--- config.mk ---
export PLATFORM = sky130hd
export DESIGN_NAME = rf_scoreboard
export DESIGN_NICKNAME = d
export VERILOG_FILES = /design/src/rtl/rf_scoreboard.sv
export SDC_FILE = /design/constraint.sdc
export NUM_CORES = 2
export LEC_CHECK = 0
export CORE_ASPECT_RATIO = 2
export CORE_MARGIN = 4
export CORE_UTILIZATION = 40
export CTS_CLUSTER_SIZE = 12
export DETAILED_ROUTE_END_ITERATION = 12
export GPL_TIMING_DRIVEN = 0
export PLACE_DENSITY = 0.56
export SLEW_MARGIN = 20
export SYNTH_ARGS = -nofsm -noshare
export SYNTH_HDL_FRONTEND = slang
export SYNTH_SLANG_ARGS = --single-unit
--- constraint.sdc ---
create_clock -name CLK -period 45.3 [get_ports CLK]
set_input_delay 9.06 -clock CLK [delete_from_list [all_inputs] [get_ports CLK]]
set_output_delay 9.06 -clock CLK [all_outputs]
set_load 0.05 [all_outputs]
--- src/rtl/rf_scoreboard.sv ---
// Multi-read-port register file with a per-register pending-write scoreboard.
// Decode reserves destinations; writeback writes results and releases them.
module rf_scoreboard #(
  parameter int AWL     = 5,
  parameter int DWL     = 32,
  parameter int NRP     = 2,
  parameter int ZERO_R0 = 1,
  parameter int BYPASS  = 1
) (
  input  logic                 CLK,
  input  logic                 RST,
  input  logic                 RFWE,
  input  logic [AWL-1:0]       RFWA,
  input  logic [DWL-1:0]       RFWD,
  input  logic                 RSVE,
  input  logic [AWL-1:0]       RSVA,
  output logic                 RSVACK,
  input  logic [NRP*AWL-1:0]   RFRA,
  output logic [NRP*DWL-1:0]   RFRD,
  output logic [NRP-1:0]       RFBSY,
  output logic [AWL:0]         PCNT
);

  localparam int DEPTH = 2 ** AWL;

  logic [DWL-1:0]   mem_q [DEPTH];
  logic [DEPTH-1:0] busy_q, busy_d;
  logic [AWL:0]     pcnt_q, pcnt_d;

  logic wr_r0, rsv_r0;
  logic wr_en, rsv_set;
  logic inc, dec;

  assign wr_r0  = (ZERO_R0 != 0) && (RFWA == '0);
  assign rsv_r0 = (ZERO_R0 != 0) && (RSVA == '0);
  assign wr_en  = RFWE && !wr_r0;

  // Handshake: RSVE is the request, RSVACK the same-cycle grant. A reservation
  // takes effect only on an edge where both are high; a refused requester
  // simply holds RSVE and retries. A write to the same address in the same
  // cycle frees the slot, so the new reservation is granted immediately.
  assign RSVACK  = RSVE && (rsv_r0 || !busy_q[RSVA] || (RFWE && (RFWA == RSVA)));
  assign rsv_set = RSVACK && !rsv_r0;

  always_comb begin
    busy_d = busy_q;
    if (wr_en)   busy_d[RFWA] = 1'b0;
    if (rsv_set) busy_d[RSVA] = 1'b1;
  end

  // Count only real 0->1 and 1->0 transitions of the busy vector.
  assign inc = rsv_set && !busy_q[RSVA];
  assign dec = wr_en && busy_q[RFWA] && !(rsv_set && (RSVA == RFWA));

  assign pcnt_d = pcnt_q + (AWL+1)'(inc) - (AWL+1)'(dec);

  always_ff @(posedge CLK or posedge RST) begin
    if (RST) begin
      for (int i = 0; i < DEPTH; i++) mem_q[i] <= '0;
      busy_q <= '0;
      pcnt_q <= '0;
    end else begin
      if (wr_en) mem_q[RFWA] <= RFWD;
      busy_q <= busy_d;
      pcnt_q <= pcnt_d;
    end
  end

  assign PCNT = pcnt_q;

  for (genvar p = 0; p < NRP; p++) begin : g_rd
    logic [AWL-1:0] ra;
    logic [DWL-1:0] rd;
    logic           bsy;

    assign ra = RFRA[p*AWL +: AWL];

    // Hardwired zero has priority over the write-through path.
    always_comb begin
      rd  = mem_q[ra];
      bsy = busy_q[ra];
      if ((BYPASS != 0) && RFWE && (RFWA == ra)) begin
        rd  = RFWD;
        bsy = 1'b0;
      end
      if ((ZERO_R0 != 0) && (ra == '0)) begin
        rd  = '0;
        bsy = 1'b0;
      end
    end

    assign RFRD[p*DWL +: DWL] = rd;
    assign RFBSY[p]           = bsy;
  end

endmodule

==> impl_metrics.ini <==
[critical_path]
timing.rr.start = busy_q[27]$_DFF_PP0_
startpoint_type = input pin
worst-path-max-fanout = 10
rr_worst_depth = 13
crit_path_end_kind = output port
crit_arrival_ps = 14370
crit_required_ps = 36240
cp-endpoint = RFRD[37]
r2r_slack_ps = 42150
worst_r2r_endpoint = PCNT[4]$_DFF_PP0_
crit_start = RFRA[9]
crit_type = input pin to output port

[die]
boundaryPins = 129
core-area_mm2 = 0.1457
die_x_um = 279.0
initial_core_util_pct = 40.35
floorplan.rows = 198
die_h_um = 550.1
dieArea_mm2 = 0.1535

[sta]
worstMarginPinSlew_ps = 1342
hold_violations = 0
setup_viol = 0
max_freq_mhz = 42.69
slew_headroom_pct = 10.22
grt_setup_unrepaired = false
fin_worst_skew_ps = 15.00
slew_viol_final = 0
setup_slack_ps = 21870
fin_crit_ps = 23430
period_share_pct = 51.71

[clocking]
clock_latency_ps = 720
cts_tree = yes
cts_buffer_depth = 3
postCtsSetupBuffers = 0
h-tree-depth = 3
cts_root_buffer = clkbuf_16
ctsHoldBuffers = 0
cts_resized = 0
clk_pin_slew_worst_paths_ps = 60
numCtsBuffers = 106
cts_sinks = 1062

[synthesis]
async_flop_share_pct = 100.0
ys.flop_type = dfrtp_1
yosysSeqAreaShare_pct = 45.22
netlist_area_mm2 = 0.05877
synth_edf_count = 0
synth_top_family_by_area = multiplexers
netlist_instances = 4305
synth-simple-area-share_pct = 3.191
muxShareOfSynthArea_pct = 39.71
synth_fp_nets = 4368
synth_cell_types = 75
synth-seq-cells = 1062
ys_warn_count = 0
synth_compound_area_share_pct = 7.159
synthAdderAreaFrac_pct = 0.1618
synth_xor_area_share_pct = 0.2980
syn-mean-instance-area_um2 = 13.65

[drt]
route.detailed.drc = 0
ant_nets = 0
via_per_inst = 7.236
first_iter_violations = 6379
firstDrtPassIters = 6
num_vias = 47500
wl_per_cell_um = 51.49
drt_wl_total_um = 338000

[grt]
globalRouteOverflowTotal = 0
antenna_found_initial = 32
grt_max_degree = 105
grtUsageTotal_pct = 43.34
grt_pass1_wl_um = 439700
grt_pass1_vias = 46670

[placed_design]
dp_slack_ps = 22210
io_buffers = 116
dp_hpwl_um = 232400
place_congestion = 1.038

[final_layout]
syn2layout_area_growth_pct = 13.82
nets = 4640
fillCellCount = 13280
drive_gt1_share_pct = 41.97

[power]
total_power_uw = 2952
irDropWorstVdd_mv = 0.03503
p_leak_uw = 0.02902
p_per_area_mw_per_mm2 = 44.13

[hold_path]
hp-class = register to register

[run]
drv_cap = 0

[run_status]
status = finished clean
[Yosys cell counts, drive strengths merged (14+ instances only)]
master	instances	area share [%]
o21ai	122	1.1
a21oi	102	0.87
a221o	38	0.65
nand2	100	0.64
a22o	14	0.21
nor2	98	0.63
nand3	35	0.31
nand2b	23	0.25
clkbuf	222	1.4
nor3b	20	0.27
a221oi	90	1.4
dfrtp	1062	45
mux2	1061	20
nor3	48	0.43
nor2b	23	0.24
a211oi	31	0.40
o22ai	42	0.45
mux4	363	14
mux2i	321	5.5
inv	20	0.13
buf	248	2.7
a22oi	92	1.2
[per-layer routing]
layer | GRT usage [%] | wire length [µm]
met1 | 46.74 | 108500
met5 | 0 | 75
met3 | 13.23 | 34420
met2 | 66.34 | 150200
met4 | 43.36 | 44690
[cell usage in the layout (no fill, tap or decap), types with 9 or more instances in the layout]
cell type and count:
dfrtp_1 1062, mux2_2 1046, mux4_2 363, mux2i_1 321, clkbuf_1 172, buf_2 154, clkdlybuf4s50_1 116, clkbuf_16 108
a21oi_1 101, nand2_1 100, a22oi_1 92, nor2_1 91, a221oi_1 83, o21ai_0 78, clkbuf_2 72, buf_4 51
nor3_1 44, o22ai_1 42, o21ai_1 42, a221o_1 38, buf_6 37, nand3_1 34, diode_2 32, a211oi_1 31
buf_16 31, nand2b_1 22, nor2b_1 22, inv_1 19, nor3b_1 18, mux2_1 15, clkbuf_8 15, a22o_1 14
buf_12 13, xor2_1 13, o221ai_1 10, o211ai_1 9, a31oi_1 9, clkinv_2 9
[worst min path at each step]
stage                       startpoint                      end  cells after the start
2_1_floorplan  mem_q[1001]$_DFFE_PP0P_  mem_q[1001]$_DFFE_PP0P_                      1
3_5_place_dp    mem_q[994]$_DFFE_PP0P_   mem_q[994]$_DFFE_PP0P_                      1
3_3_place_gp   mem_q[1001]$_DFFE_PP0P_  mem_q[1001]$_DFFE_PP0P_                      1
5_1_grt        mem_q[1001]$_DFFE_PP0P_  mem_q[1001]$_DFFE_PP0P_                      1
4_1_cts         mem_q[994]$_DFFE_PP0P_   mem_q[994]$_DFFE_PP0P_                      1
6_report        mem_q[994]$_DFFE_PP0P_   mem_q[994]$_DFFE_PP0P_                      1
[cells by family (layout without fill, tap and decap cells)]
kind of cell | after synthesis | after routing
AO/OA/AOI/OAI | 598 | 598
XOR/XNOR | 20 | 20
adder cells (fa/ha/maj) | 7 | 7
buffers and inverters | 492 | 819
flip-flops | 1062 | 1062
multiplexers | 1745 | 1745
other | 0 | 32
AND/OR/NAND/NOR | 381 | 381
[final cells by class]
type | instances | area, µm² | area share (%)
multi-input cells | 2751 | 29740 | 44.46
flip-flops and latches | 1062 | 26580 | 39.73
clock buffers | 145 | 2992 | 4.472
plain buffers | 470 | 2539 | 3.795
well taps | 1900 | 2377 | 3.554
repair buffers | 164 | 2301 | 3.440
clock inverters | 18 | 198.9 | 0.2974
inverters | 22 | 90.09 | 0.1347
diodes | 32 | 80.08 | 0.1197
[power by group]
part / internal (µW) / switching (µW)
sequential: 1130 / 149
clock: 468 / 420
combinational: 370 / 412
total: 1970 / 982
[worst max-delay path, cell delays in order]
cell and delay [ps]:
clkdlybuf4s50_1 1170, buf_2 600, clkinv_1 600, clkbuf_2 680
a221oi_1 610, a22oi_1 180, nand2_1 90, nand2_1 70
o21ai_0 320, clkdlybuf4s50_1 940
[through the flow]
| step | utilization [%] | cell area [µm²] | TNS [ps] | cells | hold WS (ps) |
|---|---|---|---|---|---|
| after floorplan | - | 58770 | 0 | 4305 | 441.3 |
| after global placement | 42.78 | 62310 | -8128530 | 6321 | 452.5 |
| after detailed placement | 43.68 | 63630 | 0 | 6369 | 468.0 |
| after CTS | 45.87 | 66820 | 0 | 6532 | 482.3 |
| after global routing | 45.87 | 66830 | 0 | 6535 | 498.0 |
| final | 45.92 | 66900 | 0 | 6564 | 475.8 |
[registers in the layout, summed over array words and instances, names as in the netlist]
register and cells:
mem_q 1024, busy_q 32, PCNT 6
Note: power is estimated with default switching activity, not from simulation.
